### src/rtl/chaos_sel_gen_if.sv
// Handshake/bus bundle between the chaos select-line generator and its
// consumer (the chaos mux bank plus whoever owns seeding).
interface chaos_sel_gen_if #(
  parameter int W = 16,
  parameter int N = 4
);
  logic         seed_load;
  logic [W-1:0] seed;
  logic         sel_ready;
  logic         sel_valid;
  logic [N-1:0] sel;
  logic [W-1:0] state_o;
  logic         perturbed;

  // Generator side: consumes seed/ready, produces the select stream.
  modport master (
    input  seed_load,
    input  seed,
    input  sel_ready,
    output sel_valid,
    output sel,
    output state_o,
    output perturbed
  );

  // Consumer side: seeds the generator and accepts select vectors.
  modport slave (
    output seed_load,
    output seed,
    output sel_ready,
    input  sel_valid,
    input  sel,
    input  state_o,
    input  perturbed
  );
endinterface

### src/rtl/chaos_sel_gen.sv
// Select-line generator: iterates the r = 4 logistic map on a Q0.W state and
// presents the top N bits of each iterate through a valid/ready handshake.
// Guards stop the orbit from collapsing to zero or sticking on a fixed point
// by mixing in a free-running 16-bit LFSR word.
// W and N must match the parameters of the connected interface instance.
module chaos_sel_gen #(
  parameter int W = 16,
  parameter int N = 4
) (
  input  logic           clk,
  input  logic           rst_n,
  chaos_sel_gen_if.master bus
);

  typedef enum logic [1:0] {
    ST_IDLE  = 2'd0,
    ST_CALC  = 2'd1,
    ST_VALID = 2'd2
  } state_t;

  state_t         r_state;
  logic [W-1:0]   r_x;
  logic [15:0]    r_lfsr;
  logic           r_sel_valid;
  logic           r_perturbed;

  logic           w_lfsr_fb;
  logic [W-1:0]   w_p;
  logic [W:0]     w_d;
  logic [2*W:0]   w_prod;
  logic [2*W:0]   w_shift;
  logic           w_sat;
  logic [W-1:0]   w_f;
  logic [W-1:0]   w_mix;
  logic [W-1:0]   w_n;
  logic           w_pert;
  logic [W-1:0]   w_seed_x;

  // Fibonacci taps 16,14,13,11 -> bits 15,13,12,10; all-zero is unreachable
  // from the nonzero reset value.
  assign w_lfsr_fb = r_lfsr[15] ^ r_lfsr[13] ^ r_lfsr[12] ^ r_lfsr[10];

  // Perturbation word: the low W bits of the LFSR repeated end to end.
  if (W <= 16) begin : g_p_narrow
    assign w_p = r_lfsr[W-1:0];
  end else begin : g_p_wide
    assign w_p = {r_lfsr[W-17:0], r_lfsr};
  end

  // f = x * (2^W - x) >> (W-2): the map 4x(1-x) in Q0.W. The product needs
  // 2W+1 bits because d reaches 2^W when x is zero.
  assign w_d     = {1'b1, {W{1'b0}}} - {1'b0, r_x};
  assign w_prod  = {{W{1'b0}}, w_d} * {{(W+1){1'b0}}, r_x};
  assign w_shift = w_prod >> (W-2);
  // x = 1/2 lands exactly on 1.0, which Q0.W cannot hold: clamp to all-ones.
  assign w_sat   = |w_shift[2*W:W];
  assign w_f     = w_sat ? {W{1'b1}} : w_shift[W-1:0];
  assign w_mix   = w_f ^ w_p;

  // A zero seed would pin the map at zero forever, so substitute P instead.
  assign w_seed_x = (bus.seed == {W{1'b0}}) ? w_p : bus.seed;

  // Degeneracy guard on the freshly computed iterate.
  always_comb begin
    w_n    = w_f;
    w_pert = 1'b0;
    if ((w_f == {W{1'b0}}) || (w_f == r_x)) begin
      w_pert = 1'b1;
      if (w_mix == {W{1'b0}}) begin
        w_n = w_p;
      end else begin
        w_n = w_mix;
      end
    end else begin
      w_n    = w_f;
      w_pert = 1'b0;
    end
  end

  // Free-running LFSR, advancing every cycle out of reset.
  always_ff @(posedge clk or negedge rst_n) begin
    if (!rst_n) begin
      r_lfsr <= 16'hACE1;
    end else begin
      r_lfsr <= {r_lfsr[14:0], w_lfsr_fb};
    end
  end

  // Sequencer: seed load, map iteration and output handshake; seed_load
  // overrides everything, including a handshake in the same cycle.
  always_ff @(posedge clk or negedge rst_n) begin
    if (!rst_n) begin
      r_state     <= ST_IDLE;
      r_x         <= {W{1'b0}};
      r_sel_valid <= 1'b0;
      r_perturbed <= 1'b0;
    end else if (bus.seed_load) begin
      r_state     <= ST_CALC;
      r_x         <= w_seed_x;
      r_sel_valid <= 1'b0;
      r_perturbed <= 1'b0;
    end else begin
      case (r_state)
        ST_IDLE: begin
          r_sel_valid <= 1'b0;
          r_perturbed <= 1'b0;
        end
        ST_CALC: begin
          r_x         <= w_n;
          r_perturbed <= w_pert;
          r_sel_valid <= 1'b1;
          r_state     <= ST_VALID;
        end
        ST_VALID: begin
          r_perturbed <= 1'b0;
          if (r_sel_valid && bus.sel_ready) begin
            r_sel_valid <= 1'b0;
            r_state     <= ST_CALC;
          end else begin
            r_sel_valid <= 1'b1;
            r_state     <= ST_VALID;
          end
        end
        default: begin
          r_state     <= ST_IDLE;
          r_sel_valid <= 1'b0;
          r_perturbed <= 1'b0;
        end
      endcase
    end
  end

  // Outputs come straight from registers; sel is not gated by sel_valid.
  assign bus.sel_valid = r_sel_valid;
  assign bus.sel       = r_x[W-1 -: N];
  assign bus.state_o   = r_x;
  assign bus.perturbed = r_perturbed;

endmodule

### src/flat_wrapper.sv
// flat-port wrapper written by rule: the top's interface ports become plain ports
module chaos_sel_gen_flat 
#(
  parameter int W = 16,
  parameter int N = 4
)
  (clk, rst_n, bus_seed_load, bus_seed, bus_sel_ready, bus_sel_valid, bus_sel, bus_state_o, bus_perturbed);
  chaos_sel_gen_if #(.W(W), .N(N)) bus_i ();
  input  logic clk;
  input  logic rst_n;
  input wire logic [$bits(bus_i.seed_load)-1:0] bus_seed_load;
  input wire logic [$bits(bus_i.seed)-1:0] bus_seed;
  input wire logic [$bits(bus_i.sel_ready)-1:0] bus_sel_ready;
  output wire logic [$bits(bus_i.sel_valid)-1:0] bus_sel_valid;
  output wire logic [$bits(bus_i.sel)-1:0] bus_sel;
  output wire logic [$bits(bus_i.state_o)-1:0] bus_state_o;
  output wire logic [$bits(bus_i.perturbed)-1:0] bus_perturbed;
  assign bus_i.seed_load = bus_seed_load;
  assign bus_i.seed = bus_seed;
  assign bus_i.sel_ready = bus_sel_ready;
  assign bus_sel_valid = bus_i.sel_valid;
  assign bus_sel = bus_i.sel;
  assign bus_state_o = bus_i.state_o;
  assign bus_perturbed = bus_i.perturbed;
  chaos_sel_gen #(.W(W), .N(N)) u_core (.clk(clk), .rst_n(rst_n), .bus(bus_i));
endmodule
### config.mk
export PLATFORM = sky130hd
export DESIGN_NAME = chaos_sel_gen_flat
export DESIGN_NICKNAME = d
export VERILOG_FILES = /design/src/rtl/chaos_sel_gen_if.sv /design/src/rtl/chaos_sel_gen.sv /design/src/flat_wrapper.sv
export SDC_FILE = /design/constraint.sdc
export NUM_CORES = 1
export LEC_CHECK = 0
export BUFFER_PORTS_ARGS = -buffer_cell sky130_fd_sc_hd__buf_2
export CORE_MARGIN = 4
export CORE_UTILIZATION = 51
export CTS_BUF_LIST = sky130_fd_sc_hd__clkbuf_2
export DETAILED_ROUTE_END_ITERATION = 8
export GPL_ROUTABILITY_DRIVEN = 0
export PLACE_DENSITY = 0.68
export SYNTH_ARGS = -nofsm -noshare
export SYNTH_HDL_FRONTEND = slang
export SYNTH_SLANG_ARGS = --single-unit
### constraint.sdc
create_clock -name clk -period 18 [get_ports clk]
set_clock_uncertainty 0.05 [all_clocks]
set_input_delay 2.7 -clock clk [delete_from_list [all_inputs] [get_ports clk]]
set_output_delay 2.7 -clock clk [all_outputs]
set_load 0.005 [all_outputs]
==> run_results.csv <==
group,metric,value,unit
detailed_routing,first_iter_violations,887,
detailed_routing,wl_per_cell,20.03,µm
detailed_routing,drt_first_pass_iters,5,
final_layout,utilization,0.5356,
logic_synthesis,synth_cell_type_count,102,
logic_synthesis,yosysSeqAreaShare,0.06979,
outcome,outcome,"finished, final reports clean",
detailed_routing,viasPerCell,5.965,
grt,grt.overflow.total,0,
final_layout,design_area,0.01349,mm²
final_layout,areaGrowthSynthToFinish,3.326,%
logic_synthesis,async_flop_share,1.000,
clock_tree,post_cts_buffers,0,
logic_synthesis,synth.avg_cell_area,8.621,µm²
floorplan,ioPinCount,42,
logic_synthesis,synthFlopType,"dfrtp_1",
logic_synthesis,synth_area,0.01305,mm²
clock_tree,ctsHtreeMaxLevel,2,
worst_setup_path,cp-start-kind,"flop",
detailed_routing,ant_nets,0,
sta,fin_crit,11220,ps
sta,setup_violations,0,
logic_synthesis,synth_top_family_by_area,"adder cells",
clock_tree,ctsResizeCount,0,
logic_synthesis,yosys.area_share.adder,0.4344,
worst_setup_path,cp.arrival,11520,ps
sta,final_hold_viol_count,0,
clock_tree,path_clk_slew,210,ps
worst_setup_path,rrSetupSlack,6780,ps
logic_synthesis,synth_xor_xnor_area_share,0.02559,
sta,rsz0062_at_grt,"no",
final_layout,n_antenna_cell,0,
logic_synthesis,muxShareOfSynthArea,0.006135,
sta,final.setup.tns,0,ps
logic_synthesis,synth-compound-area-share,0.1398,
floorplan,start_util,0.5183,
worst_setup_path,worst_path_max_delay_cell,"dfrtp_1",
logic_synthesis,synth_cells,1514,
place,placed_area,0.01345,mm²
worst_setup_path,max_stage_delay,840,ps
logic_synthesis,yosys.area_share.simple,0.2216,
worst_setup_path,required,18300,ps
floorplan,die_area,0.02822,mm²
grt,grt_pass1_wl,61350,µm
logic_synthesis,yosys_warnings,0,
sta,min_period_over_period,0.6233,
clock_tree,cts_tree,"built",
sta,maxSlewViolCount,0,
clock_tree,numCtsBuffers,5,
clock_tree,holdBufCountCts,0,
hold_path,min_path_type,"flop to flop",
logic_synthesis,synth_enable_flop_cells,0,
run,drv_cap,0,
place,io_buffer_count,41,
place,post-dp-hpwl,28810,µm
final_layout,nets,1849,
grt,grt_pass1_vias,11356,
detailed_routing,drt-total-wl,36680,µm
floorplan,die_width,168.0,µm
sta,max_freq,89.14,MHz
grt,grt_usage,0.2686,
worst_setup_path,worstSetupPathType,"flop to flop",
grt,antenna_found_initial,0,
detailed_routing,drc,0,
worst_setup_path,endpoint_kind,"flop",
worst_setup_path,crit_fanout,22,
floorplan,core.rowCount,58,
clock_tree,cts_root_buf,"clkbuf_2",
sta,worst_pin_slew,1079,ps
floorplan,core_area,0.02518,mm²
clock_tree,cts.path.max_buffers,2,
worst_setup_path,critical_path.most_common_cell,"fa_1",
detailed_routing,vias,10921,
final_layout,drive_above_1_share,0.07595,
grt,grt_start_max_net_pins,37,
floorplan,fp.dieH,168.0,µm
clock_tree,clock_sinks,36,
clock_tree,clock_latency,430,ps
sta,relSlewSlack,0.2809,
logic_synthesis,synth-seq-cells,36,
-- worst paths after layout --
path / startpoint / to / cells after the start
setup / recovery: u_core.bus.state_o[1] / u_core.bus.state_o[5] / 32
hold / removal: u_core.r_lfsr[5] / u_core.r_lfsr[6] / 0
setup reg to reg: u_core.bus.state_o[1] / u_core.bus.state_o[5] / 32
hold reg to reg: u_core.r_lfsr[5] / u_core.r_lfsr[6] / 0
max in group asynchronous: rst_n / u_core.bus.state_o[8] / 1
min in group asynchronous: rst_n / u_core.bus.state_o[3] / 1
-- sequential cells by signal (all words and copies together) (netlist names) --
register	count
u_core.bus.sel_valid	1
u_core.bus.state_o	16
u_core.r_state	2
u_core.bus.perturbed	1
u_core.r_lfsr	16
-- cells by family after synthesis --
logic type,Yosys count
AOI/OAI and AO/OA,253
xor gates and xnor gates,31
adders and majority gates,329
buffers and inverters,343
DFF,36
muxes,6
other,2
and+or+nand+nor,514
-- layer usage --
layer  track usage  wire length, µm
met1        0.3778            15890
met2        0.4506            17370
met3       0.03005             2529
met4       0.06034              890
met5             0                0
-- Yosys cell counts (all sizes together) (5+ instances only) --
cell | count | area (µm²)
and2 | 25 | 158.9
a2111oi | 9 | 111.4
inv | 253 | 949.7
fa | 207 | 4144
o21bai | 5 | 37.54
nand2b | 116 | 725.7
nand3 | 15 | 75.07
o211ai | 6 | 50.05
xnor2 | 17 | 148.9
or3 | 9 | 61.31
o21a | 14 | 105.1
xor2 | 10 | 95.10
ha | 122 | 1526
nor4bb | 7 | 70.07
nand2 | 73 | 274.0
nor3b | 5 | 37.54
or2 | 6 | 40.04
buf | 21 | 122.6
clkbuf | 67 | 252.7
nor2 | 100 | 377.9
o22ai | 5 | 31.28
o21ai | 36 | 183.9
a21o | 15 | 112.6
nor4 | 16 | 106.4
dfstp | 8 | 210.2
a31oi | 16 | 106.4
nor2b | 74 | 462.9
nor4b | 7 | 76.32
a41oi | 5 | 43.79
nor3 | 22 | 130.1
and3 | 7 | 43.79
nand4 | 15 | 100.1
a22o | 5 | 43.79
a31o | 9 | 78.83
a21oi | 62 | 325.3
dfrtp | 28 | 700.7
a211oi | 9 | 77.57
and4 | 6 | 52.55
o31ai | 8 | 60.06
-- through the flow --
| stage | hold WS, ps | worst slack [ps] | instances |
|---|---|---|---|
| 2_1_floorplan | 303.7 | 8907 | 1526 |
| 6_report | 371.3 | 6781 | 1831 |
| 3_3_place_gp | 369.8 | 7268 | 1823 |
| 5_1_grt | 402.2 | 6072 | 1831 |
| 3_5_place_dp | 370.5 | 7000 | 1823 |
| 4_1_cts | 377.3 | 6894 | 1831 |
-- critical path: cells and delay by family, from the launching register on --
kind	cells	cell delay (ps)
and+or+nand+nor	9	2180
buffers and inverters	5	710
AOI/OAI and AO/OA	8	2450
xor gates and xnor gates	1	550
DFF	1	840
adders and majority gates	9	4350
-- cell type report --
class                   instances  area, µm²
clock buffers                   6      30.03
clock inverters                 2      11.26
fillers                      2317      11700
inverters                     255      957.2
multi-input cells            1147      10850
flip-flops and latches         36      910.9
well taps                     330      412.9
repair buffers                 55      310.3
-- placed cells by master (no fill, tap or decap), types with 6 or more instances in the layout --
cell and count:
nor2_1 99, nand3_1 15, o21a_1 14, ha_1 122, fa_1 207, clkbuf_2 6, dfrtp_1 28, a31o_2 8
nor4b_1 6, nor4bb_1 7, inv_1 252, nand2b_1 116, a31oi_1 15, a21o_1 15, nor3_1 18, and2_1 24
a211oi_1 7, nand4_1 14, xnor2_1 17, nor4_1 15, buf_4 14, dfstp_2 8, a21oi_1 60, or3_1 8
and4_1 6, and3_1 7, xor2_1 9, nor2b_1 74, conb_1 14, o31ai_1 8, buf_2 41, nand2_1 73
o21ai_0 32
Power is left out: the tool's default activity adds up to more than one toggle a clock period on the data nets, which glitch-free logic cannot reach.
